===== src/rtl/ddr_pixel_serializer.sv =====
// Byte-stream to DDR bit-pair serializer: a 2-entry input FIFO feeding a shift
// register that emits one MSB-first bit pair per clk into a two-bit DDR output cell.
module ddr_pixel_serializer #(
    parameter int   DATA_W     = 8,
    parameter logic IDLE_LEVEL = 1'b0
) (
    input  logic              clk,
    input  logic              rst_n,
    input  logic              en,
    input  logic [DATA_W-1:0] s_data,
    input  logic              s_valid,
    output logic              s_ready,
    input  logic              blank,
    output logic [1:0]        ddr_din,
    output logic              busy,
    output logic              underrun,
    output logic [7:0]        underrun_cnt,
    input  logic              clr_underrun
);

    localparam int SLOTS = DATA_W / 2;
    localparam int CNT_W = (SLOTS > 1) ? $clog2(SLOTS) : 1;
    localparam logic [CNT_W-1:0] LAST_SLOT = CNT_W'(SLOTS - 1);
    localparam logic [1:0] IDLE_PAIR = {IDLE_LEVEL, IDLE_LEVEL};

    typedef enum logic {
        IDLE  = 1'b0,
        SHIFT = 1'b1
    } state_t;

    state_t             state, state_next;
    logic [DATA_W-1:0]  shreg, shreg_next;
    logic [CNT_W-1:0]   cnt, cnt_next;
    logic [1:0]         ddr_next;
    logic               underrun_next;

    logic [DATA_W-1:0]  buf_mem [2];
    logic               wr_ptr, rd_ptr;
    logic [1:0]         fill;
    logic               active;
    logic               push, pop, do_load;
    logic [DATA_W-1:0]  head;

    // Handshake: a byte transfers on a clk edge where s_valid & s_ready are both
    // high. s_ready depends only on registered state and en, never on a same-cycle
    // pop, so a full buffer refuses a push even on the edge that drains it.
    assign s_ready = active & en & (fill != 2'd2);
    assign push    = s_valid & s_ready;
    assign head    = buf_mem[rd_ptr];
    assign busy    = (state == SHIFT) | (fill != 2'd0);

    // ddr_din[0] carries the earlier (more significant) bit of the pair.
    function automatic logic [1:0] top_pair(input logic [DATA_W-1:0] d);
        return {d[DATA_W-2], d[DATA_W-1]};
    endfunction

    always_comb begin
        state_next    = state;
        shreg_next    = shreg;
        cnt_next      = cnt;
        ddr_next      = ddr_din;
        underrun_next = 1'b0;
        do_load       = 1'b0;
        pop           = 1'b0;

        if (!en) begin
            state_next = IDLE;
            shreg_next = '0;
            cnt_next   = '0;
            ddr_next   = IDLE_PAIR;
        end else begin
            case (state)
                IDLE: begin
                    if (fill != 2'd0) begin
                        do_load = 1'b1;
                    end else begin
                        ddr_next = IDLE_PAIR;
                    end
                end
                SHIFT: begin
                    if (cnt != LAST_SLOT) begin
                        ddr_next   = blank ? IDLE_PAIR : top_pair(shreg);
                        shreg_next = shreg << 2;
                        cnt_next   = cnt + CNT_W'(1);
                    end else if (fill != 2'd0) begin
                        do_load = 1'b1;
                    end else begin
                        // Stream broke after the last pair of a byte.
                        ddr_next      = IDLE_PAIR;
                        underrun_next = 1'b1;
                        state_next    = IDLE;
                    end
                end
                default: begin
                    state_next = IDLE;
                    ddr_next   = IDLE_PAIR;
                end
            endcase

            if (do_load) begin
                ddr_next   = blank ? IDLE_PAIR : top_pair(head);
                shreg_next = head << 2;
                cnt_next   = '0;
                pop        = 1'b1;
                state_next = SHIFT;
            end
        end
    end

    always_ff @(posedge clk or negedge rst_n) begin
        if (!rst_n) begin
            state    <= IDLE;
            shreg    <= '0;
            cnt      <= '0;
            ddr_din  <= IDLE_PAIR;
            underrun <= 1'b0;
            active   <= 1'b0;
        end else begin
            state    <= state_next;
            shreg    <= shreg_next;
            cnt      <= cnt_next;
            ddr_din  <= ddr_next;
            underrun <= underrun_next;
            active   <= 1'b1;
        end
    end

    always_ff @(posedge clk or negedge rst_n) begin
        if (!rst_n) begin
            fill       <= 2'd0;
            wr_ptr     <= 1'b0;
            rd_ptr     <= 1'b0;
            buf_mem[0] <= '0;
            buf_mem[1] <= '0;
        end else if (!en) begin
            fill   <= 2'd0;
            wr_ptr <= 1'b0;
            rd_ptr <= 1'b0;
        end else begin
            if (push) begin
                buf_mem[wr_ptr] <= s_data;
                wr_ptr          <= ~wr_ptr;
            end
            if (pop) begin
                rd_ptr <= ~rd_ptr;
            end
            case ({push, pop})
                2'b10:   fill <= fill + 2'd1;
                2'b01:   fill <= fill - 2'd1;
                default: fill <= fill;
            endcase
        end
    end

    // Clear wins over a same-edge increment; the pulse itself is unaffected.
    always_ff @(posedge clk or negedge rst_n) begin
        if (!rst_n) begin
            underrun_cnt <= 8'd0;
        end else if (clr_underrun) begin
            underrun_cnt <= 8'd0;
        end else if (underrun_next && (underrun_cnt != 8'hFF)) begin
            underrun_cnt <= underrun_cnt + 8'd1;
        end
    end

endmodule

===== config.mk =====
export PLATFORM = sky130hd
export DESIGN_NAME = ddr_pixel_serializer
export DESIGN_NICKNAME = d
export VERILOG_FILES = /design/src/rtl/ddr_pixel_serializer.sv
export SDC_FILE = /design/constraint.sdc
export NUM_CORES = 1
export LEC_CHECK = 0
export BUFFER_PORTS_ARGS = -buffer_cell sky130_fd_sc_hd__buf_2
export CAP_MARGIN = 20
export CELL_PAD_IN_SITES_DETAIL_PLACEMENT = 0
export CELL_PAD_IN_SITES_GLOBAL_PLACEMENT = 1
export CORE_ASPECT_RATIO = 0.8
export CORE_MARGIN = 1.5
export CORE_UTILIZATION = 25
export DETAILED_ROUTE_END_ITERATION = 8
export PLACE_DENSITY_LB_ADDON = 0.1
export SLEW_MARGIN = 25
export SYNTH_ARGS = -nofsm -noshare
export SYNTH_HDL_FRONTEND = slang
export SYNTH_SLANG_ARGS = --single-unit

===== constraint.sdc =====
create_clock -name clk -period 3.3 [get_ports clk]
set_input_delay 0.33 -clock clk [delete_from_list [all_inputs] [get_ports clk]]
set_output_delay 0.33 -clock clk [all_outputs]
set_load 0.01 [all_outputs]

==> run_results.csv, run 1 <==
group,metric,value,unit
route,routedWlPerCell,13.5,um
floorplanning,start_util,25.8,%
setup_path,critPathLaunch,"underrun_cnt[0]",
grt,grt_overflow_total,0,
synth,synthesis.area,1920,um^2
timing,fin_skew,2.59,ps
pwr,pwr-share-comb,13.8,%
setup_path,cp_slowest_cell,"or4b_1",
setup_path,cp_top_family,"simple AND/OR/NAND/NOR gates",
route,ant_nets,0,
placement,dp_slack,1290,ps
clocking,cts_hold_buf,0,
timing,fin_hold_ws,10.7,ps
synth,ys_seq_area_share,53.5,%
route,drt-total-wl,4090,um
synth,synth.net_count,187,
timing,rsz0062_at_grt,"false",
setup_path,cp_slowest_stage_delay,510,ps
clocking,cts-htree-levels,2,
synth,yosys.area.top_type,"dfrtp_1",
floorplanning,die-area,8210,um^2
setup_path,worst_ep_arrival_time,2190,ps
synth,synth_cells,171,
placement,place_area,2150,um^2
placement,dp_cells,296,
synth,avgSynthCellArea,11.2,um^2
clocking,cts_buffers,5,
clocking,cts_resized,0,
pwr,pwr_density_cell,467,nW/um^2
clocking,cts_tree,"yes",
timing,layout_setup_ws,1320,ps
placement,io_buffer_count,26,
pwr,pwr-share-seq,57.2,%
setup_path,worstRegToRegCells,5,
synth,synth.area.top_cells,"dfrtp_1, mux2_2, mux2i_1",
clocking,clock_latency,280,ps
setup_path,critPathMaxFanout,6,
clocking,clock-sinks,41,
job,drv_cap,0,
status,status,"complete, no violations",
grt,grt_usage,11.2,%
timing,maxSlewHeadroom,45.9,%
floorplanning,io_pins,27,
grt,grt_max_degree,42,
finish,area_growth,16.1,%
timing,hold_viol_final,0,
setup_path,worst-path-buf-inv,0,
clocking,post_cts_buffers,0,
setup_path,r2r-start,"underrun_cnt[0]",
pwr,ir_worst_vdd,0.204,mV
synth,yosysWarnings,0,
synth,yosysTopAreaCellShare,53.5,%
synth,synth_cell_types,39,
synth,ys_ff_latch,41,
floorplanning,num_rows,28,
clocking,clock_path_buffers,2,
grt,first_global_vias,1401,
timing,tightestPinTransition,808,ps
setup_path,required,3520,ps
grt,grt_pass1_wl,7000,um
synth,synth_edf_count,0,
timing,slew_viol_final,0,
pwr,p_leak,1.02,nW
pwr,power_frac_clock,28.9,%
setup_path,worstSetupPathType,"reg -> reg",
timing,min_period,1980,ps
pwr,switchingPower,0.267,mW
route,first_pass_iters,4,
pwr,p_total,1.04,mW
setup_path,path_cells,"ha_1, and4_1, or4b_1, or3_1, a21oi_1",
placement,gp_congestion,0.758,
route,drc,0,
timing,fin_crit_sh,59.9,%
hold_path,hold_class,"in -> async",
finish,nets,214,
placement,dp.final_hpwl,2960,um
route,vias_per_cell,4.47,
finish,final_util,30.0,%
setup_path,end_kind,"flip-flop",
clocking,cts-root-buf,"clkbuf_8",
floorplanning,die_h,81.3,um
setup_path,setup.worst_path.start_class,"flip-flop",
finish,drive_above_1_share,26.4,%
synth,synthArstFlopShare,100,%
synth,ys.flop_type,"dfrtp_1",
finish,fin_cells,302,
route,dr.first_iter.drc_count,45,
grt,antenna_found_initial,0,
timing,clock.fmax,0.506,GHz
setup_path,r2r_end,"underrun_cnt[5]",
pwr,p_int,0.771,mW
floorplanning,dieWidth,101,um
clocking,path_clk_slew,70,ps
route,vias,1350,
pwr,power.share.switching,25.7,%
timing,tns,0,ps
floorplanning,coreArea,7430,um^2
timing,setup_viol,0,
setup_path,r2r_setup_slack,1320,ps
finish,finalInstanceArea,2220,um^2
finish,diodes,0,
worst register-to-register path, cell delays in order (launching register included):
cell	delay [ps]
dfrtp_1	420
ha_1	300
and4_1	220
or4b_1	510
or3_1	320
a21oi_1	140
routing by layer:
layer  part of all wire [%]  up-vias  routed length, um  track usage, %
met2                     43       27               1740            17.1
li1                       -      667                  -               -
met4                    1.1        0                 43            3.75
met1                     51      651               2070            15.0
met3                    5.7        5                234            3.44
met5                      0        -                  0               0
power groups by stage:
stage          Combinational (mW)  Clock [mW]  Sequential [mW]
2_1_floorplan               0.110           0            0.589
3_3_place_gp                0.140           0            0.601
3_5_place_dp                0.148           0            0.605
4_1_cts                     0.148       0.317            0.595
5_1_grt                     0.164       0.346            0.602
6_report                    0.144       0.300            0.594
final cells by class:
type                            instances  area (um^2)
Timing Repair Buffer                   26          133
Tap cell                              105          131
Clock buffer                            5         68.8
Multi-Input combinational cell        121          850
Clock inverter                          1         5.00
Inverter                                3         11.3
Sequential cell                        41         1030
Fill cell                             801         5200
cells in the final DEF (no fill, tap or decap), drive strengths merged:
cell type | synthesis | layout
nand4 | 2 | 2
nor2 | 15 | 15
clkbuf | 5 | 5
nor2b | 2 | 2
and4 | 2 | 2
nor3 | 5 | 5
inv | 3 | 3
a311oi | 2 | 2
or4b | 1 | 1
a22oi | 2 | 2
o21a | 2 | 2
and2 | 4 | 4
mux2i | 7 | 7
a41o | 1 | 1
or3 | 2 | 2
or2b | 1 | 1
a21boi | 2 | 2
nand3 | 10 | 10
a31oi | 2 | 2
o211a | 1 | 1
nand4b | 1 | 1
clkinv | 0 | 1
a211oi | 2 | 2
and3b | 1 | 1
xnor2 | 1 | 1
conb | 1 | 1
dfrtp | 41 | 41
nand2b | 4 | 4
ha | 2 | 2
and3 | 1 | 1
buf | 1 | 26
o21ai | 7 | 7
xor2 | 1 | 1
o21bai | 1 | 1
or2 | 2 | 2
mux2 | 20 | 20
nand2 | 5 | 5
a21oi | 9 | 9
cells by family after synthesis:
group / count (synthesis) / share of synthesized area (%)
mux: 27 / 15.4
xor+xnor: 2 / 0.914
fa+ha+maj: 2 / 1.31
compound gates: 31 / 10.3
buf+inv: 9 / 2.15
flops: 41 / 53.5
simple gates: 58 / 16.2
other cells: 1 / 0.196
how the worst max path moves through the flow:
stage	to	slack (ps)	cells after the start
floorplan	underrun_cnt[5]	1420	5
global placement	underrun_cnt[5]	1330	5
detailed placement	buf_mem[9]	1290	4
CTS	buf_mem[11]	1320	4
global route	rd_ptr	1200	5
finish	underrun_cnt[5]	1320	5
cell usage after synthesis (2+ instances only):
cell,number
a211oi_1,2
a21boi_0,2
a21oi_1,9
a22oi_1,2
a311oi_1,2
a31oi_1,2
and2_1,4
and4_1,2
clkbuf_1,5
dfrtp_1,41
ha_1,2
inv_1,3
mux2_2,19
mux2i_1,7
nand2_1,5
nand2b_1,4
nand3_1,10
nand4_1,2
nor2_1,15
nor2b_1,2
nor3_1,5
o21a_1,2
o21ai_0,7
or2_1,2
registers in the layout (all words and copies together) (netlist names), 2 cells and up:
name          cells
shreg             6
ddr_din           2
cnt               2
underrun_cnt      8
fill              2
buf_mem          16
Note: power is estimated with default switching activity, not from simulation.
==> run 2: changes to the inputs <==
==> constraint.sdc (replaced) <==
create_clock -name clk -period 1.62 [get_ports clk]
set_input_delay 0.162 -clock clk [delete_from_list [all_inputs] [get_ports clk]]
set_output_delay 0.162 -clock clk [all_outputs]
set_load 0.01 [all_outputs]
==> run 2 against run 1 <==
  * The flow now finishes with violations (negative setup slack)
  * Worst hold slack improved by 100 ps
  * Register-to-register slack got worse by 1500 ps
  * Critical path type unchanged
  * Sequential power increased by 100%
  * Flip-flop and latch count unchanged
==> run_results.csv, run 2 (synthesis results as in run 1) <==
group,metric,value,unit
grt,grt_overflow_total,0,
setup_path,cp_slowest_stage_delay,470,ps
grt,grt_pass1_wl,7330,um
hold_path,hold_class,"in -> reg",
timing,hold_viol_final,0,
route,dr.first_iter.drc_count,89,
setup_path,required,1840,ps
grt,first_global_vias,1497,
setup_path,worst_ep_arrival_time,2010,ps
clocking,cts-htree-levels,2,
placement,io_buffer_count,26,
pwr,ir_worst_vdd,0.409,mV
floorplanning,dieWidth,101,um
clocking,clock-sinks,41,
timing,fin_skew,5.81,ps
job,drv_cap,0,
clocking,path_clk_slew,80,ps
clocking,clock_path_buffers,2,
status,violations,"negative setup slack",
placement,dp_slack,-135,ps
setup_path,path_cells,"ha_2, and4_1, or4b_1, or3_1, a21oi_2",
finish,drive_above_1_share,41.7,%
floorplanning,die-area,8210,um^2
finish,top_regs,"buf_mem (16), underrun_cnt (8), shreg (6)",
finish,regMostFlops,"buf_mem",
route,vias_per_cell,4.47,
route,drc,0,
floorplanning,num_rows,28,
finish,largest_reg_flops,16,
route,drt-total-wl,4530,um
timing,setup_viol,18,
status,status,"finished, violations left",
clocking,cts_buffers,5,
route,routedWlPerCell,13.5,um
floorplanning,die_h,81.3,um
floorplanning,start_util,25.8,%
pwr,p_leak,1.25,nW
finish,nets,245,
finish,layout_common_cells,"dfrtp_1, buf_2, buf_4",
placement,gp_congestion,0.821,
grt,grt_usage,11.7,%
setup_path,setup.worst_path.start_class,"flip-flop",
setup_path,end_kind,"flip-flop",
setup_path,critPathMaxFanout,2,
timing,tightestPinTransition,533,ps
placement,dp.final_hpwl,3190,um
timing,fin_crit_sh,110,%
setup_path,cp_slowest_cell,"or4b_1",
timing,min_period,1780,ps
timing,maxSlewHeadroom,64.5,%
finish,layout_commonest_cell,"dfrtp_1",
clocking,clock_latency,290,ps
timing,clock.fmax,0.561,GHz
finish,diodes,0,
timing,rsz0062_at_grt,"true",
setup_path,worstSetupPathType,"reg -> reg",
floorplanning,io_pins,27,
timing,layout_setup_ws,-164,ps
finish,area_growth,37.1,%
grt,antenna_found_initial,0,
clocking,cts_tree,"yes",
clocking,cts-root-buf,"clkbuf_8",
pwr,pwr_density_cell,864,nW/um^2
timing,slew_viol_final,0,
timing,tns,-1130,ps
grt,grt_max_degree,23,
route,first_pass_iters,4,
route,vias,1496,
route,ant_nets,0,
floorplanning,coreArea,7430,um^2
-- run 2: layout make-up --
class / count / area [um^2]
repair buffers: 57 / 408
flip-flops and latches: 41 / 1030
well taps: 105 / 131
clock inverters: 3 / 17.5
fillers: 779 / 4800
inverters: 3 / 11.3
multi-input cells: 121 / 965
clock buffers: 5 / 68.8
-- run 2: worst paths after layout --
kind	startpoint	to	slack [ps]	depth (start not counted)
worst max-delay path	underrun_cnt[1]	underrun_cnt[5]	-160	5
worst min-delay path	s_data[2]	buf_mem[10]	110	2
worst max register to register	underrun_cnt[1]	underrun_cnt[5]	-160	5
worst min register to register	buf_mem[4]	buf_mem[4]	510	1
max in group asynchronous	rst_n	buf_mem[6]	740	3
min in group asynchronous	rst_n	underrun_cnt[2]	380	2
-- run 2: worst max-delay path: cells and delay by family, from the launching register on --
kind / cells / cell delay (ps)
AND/OR/NAND/NOR: 3 / 990
flip-flops: 1 / 390
adder cells (fa/ha/maj): 1 / 190
AO/OA/AOI/OAI: 1 / 150
-- run 2: where the power goes --
group / internal (mW) / switching [mW] / leakage (nW)
clock network: 0.298 / 0.365 / 0.0439
logic: 0.241 / 0.159 / 0.665
registers: 1.14 / 0.0714 / 0.541
total: 1.67 / 0.596 / 1.25
-- run 2: metrics by stage --
stage,cell area [um^2],power (mW),hold slack (ps),util [%],cells
6_report,2630,2.27,112,35.4,335
5_1_grt,2630,2.43,93.3,35.4,335
4_1_cts,2490,2.24,99.1,33.6,330
3_5_place_dp,2360,1.55,172,31.7,320
3_3_place_gp,2360,1.54,163,31.7,320
2_1_floorplan,1920,1.42,-134,-,171
-- run 2: layer usage --
layer  vias to the layer above  global-route usage [%]  part of all wire [%]  routed length [um]
met4                         0                    3.75                  0.84                  38
met2                        19                    16.8                    43                1950
li1                        731                       -                     -                   -
met3                         4                    3.44                   4.4                 200
met5                         -                       0                     0                   0
met1                       742                    16.9                    52                2340
-- run 2: timing repair --
item | in CTS | in global routing
setup endpoints to repair | 20 | 21
buffers inserted | 1 | 5
endpoints found under the hold margin | 21 | 0
hold buffers | 1 | 0
pin swaps | 4 | 1
resized for setup | 7 | 26
==> run 3: changes to the inputs <==
--- a/config.mk
+++ b/config.mk
@@ -18,3 +18,4 @@
 export SYNTH_ARGS = -nofsm -noshare
 export SYNTH_HDL_FRONTEND = slang
 export SYNTH_SLANG_ARGS = --single-unit
+export TNS_END_PERCENT = 20
==> constraint.sdc (replaced) <==
create_clock -name clk -period 1.6 [get_ports clk]
set_input_delay 0.16 -clock clk [delete_from_list [all_inputs] [get_ports clk]]
set_output_delay 0.16 -clock clk [all_outputs]
set_load 0.01 [all_outputs]
==> run 3 against run 2 <==
  * Critical path depth did not move
  * Combinational power fell by 4%
  * Global-route usage about the same
  * Non-clock buffer count increased by 1
  * Via count shrank 0.20%
  * The run still ends with negative setup slack left
  * Die area is the same
  * Clock skew about the same
  * Final cell count rose by 0.30%
  * Critical path type unchanged
==> run_results.csv, run 3 (synthesis results as in run 1) <==
group,metric,value,unit
finish,layout_common_cells,"dfrtp_1, buf_4, buf_2",
job,drv_cap,0,
floorplanning,num_rows,28,
finish,multi_input_area,940,um^2
pwr,p_leak,1.23,nW
route,dr.first_iter.drc_count,77,
status,status,"finished, violations left",
route,vias,1493,
hold_path,hold_class,"in -> reg",
pwr,pwr_density_cell,894,nW/um^2
placement,dp_cells,324,
finish,top_regs,"buf_mem (16), underrun_cnt (8), shreg (6)",
timing,hold_viol_final,0,
placement,dp.final_hpwl,3330,um
floorplanning,dieWidth,101,um
grt,antenna_found_initial,0,
setup_path,critPathMaxFanout,2,
clocking,cts-htree-levels,2,
grt,first_global_vias,1529,
floorplanning,die-area,8210,um^2
floorplanning,start_util,25.8,%
setup_path,worstSetupPathType,"reg -> reg",
grt,grt_overflow_total,0,
finish,regArea,1030,um^2
route,routedWlPerCell,13.3,um
route,first_pass_iters,4,
route,drt-total-wl,4460,um
clocking,clock_latency,290,ps
clocking,cts_buffers,5,
finish,nFillCells,753,
timing,min_period,1740,ps
clocking,cts_tree,"yes",
finish,nets,246,
finish,drive_above_1_share,41.6,%
timing,layout_setup_ws,-137,ps
grt,grt_pass1_wl,7320,um
clocking,path_clk_slew,70,ps
setup_path,setup.worst_path.start_class,"flip-flop",
route,vias_per_cell,4.44,
placement,io_buffer_count,26,
finish,finalInstanceArea,2620,um^2
finish,diodes,0,
route,drc,0,
grt,grt_max_degree,23,
clocking,clock_path_buffers,2,
timing,fin_skew,5.76,ps
setup_path,worst_ep_arrival_time,1950,ps
status,violations,"negative setup slack",
clocking,cts-root-buf,"clkbuf_8",
finish,regMostFlops,"buf_mem",
setup_path,required,1810,ps
timing,tns,-137,ps
finish,area_growth,36.5,%
floorplanning,io_pins,27,
timing,setup_viol,1,
grt,grt_usage,11.7,%
placement,gp_congestion,0.822,
finish,largest_reg_flops,16,
timing,fin_crit_sh,109,%
setup_path,end_kind,"flip-flop",
timing,slew_viol_final,0,
route,ant_nets,0,
finish,layout_commonest_cell,"dfrtp_1",
timing,rsz0062_at_grt,"true",
timing,clock.fmax,0.576,GHz
placement,place_area,2380,um^2
finish,fin_cells,336,
floorplanning,die_h,81.3,um
finish,final_util,35.2,%
pwr,ir_worst_vdd,0.283,mV
clocking,clock-sinks,41,
pwr,p_total,2.34,mW
floorplanning,coreArea,7430,um^2
-- run 3: repair_timing --
item / CTS / global route
hold buffers: 1 / 0
cloned: 0 / 0
setup endpoints to repair: 20 / 26
resized for setup: 19 / 6
setup buffers: 0 / 3
pin swaps: 5 / 3
endpoints found under the hold margin: 19 / 0
-- run 3: final timing paths --
kind | from | end | slack [ps] | cells after the start
min in group asynchronous | rst_n | underrun_cnt[2] | 370 | 2
hold reg to reg | buf_mem[7] | buf_mem[7] | 510 | 1
hold / removal | s_data[0] | buf_mem[0] | 120 | 2
max in group asynchronous | rst_n | ddr_din[1] | 740 | 3
setup reg to reg | underrun_cnt[0] | underrun_cnt[5] | -140 | 5
setup / recovery | underrun_cnt[0] | underrun_cnt[5] | -140 | 5
-- run 3: area by class of cell --
class | count | area share (%)
Clock inverter | 1 | 0.191
Clock buffer | 7 | 3.68
Tap cell | 105 | 5.02
Multi-Input combinational cell | 121 | 35.9
Inverter | 3 | 0.430
Sequential cell | 41 | 39.2
Timing Repair Buffer | 58 | 15.5
-- run 3: per-stage QoR --
stage / hold slack [ps] / setup WS (ps)
5_1_grt: 107 / -206
2_1_floorplan: -136 / -210
6_report: 122 / -137
4_1_cts: 106 / -156
3_5_place_dp: 139 / -148
3_3_place_gp: 132 / -130
-- run 3: routing by layer --
layer  up-vias  wire length, um  GRT usage (%)
met3         5              227           3.44
met1       722             2260           16.0
met5         -                0              0
met4         0               43           3.75
li1        732                -              -
met2        34             1930           17.8
-- run 3: critical path, cell delays in order (launching register included) --
cell,delay (ps)
dfrtp_1,380
ha_2,200
and4_1,180
or4b_4,470
or3_1,310
a21oi_1,120
-- run 3: report_power, final --
part	internal, mW	switching, mW
Sequential	1.15	0.0735
Clock	0.390	0.340
Combinational	0.223	0.163
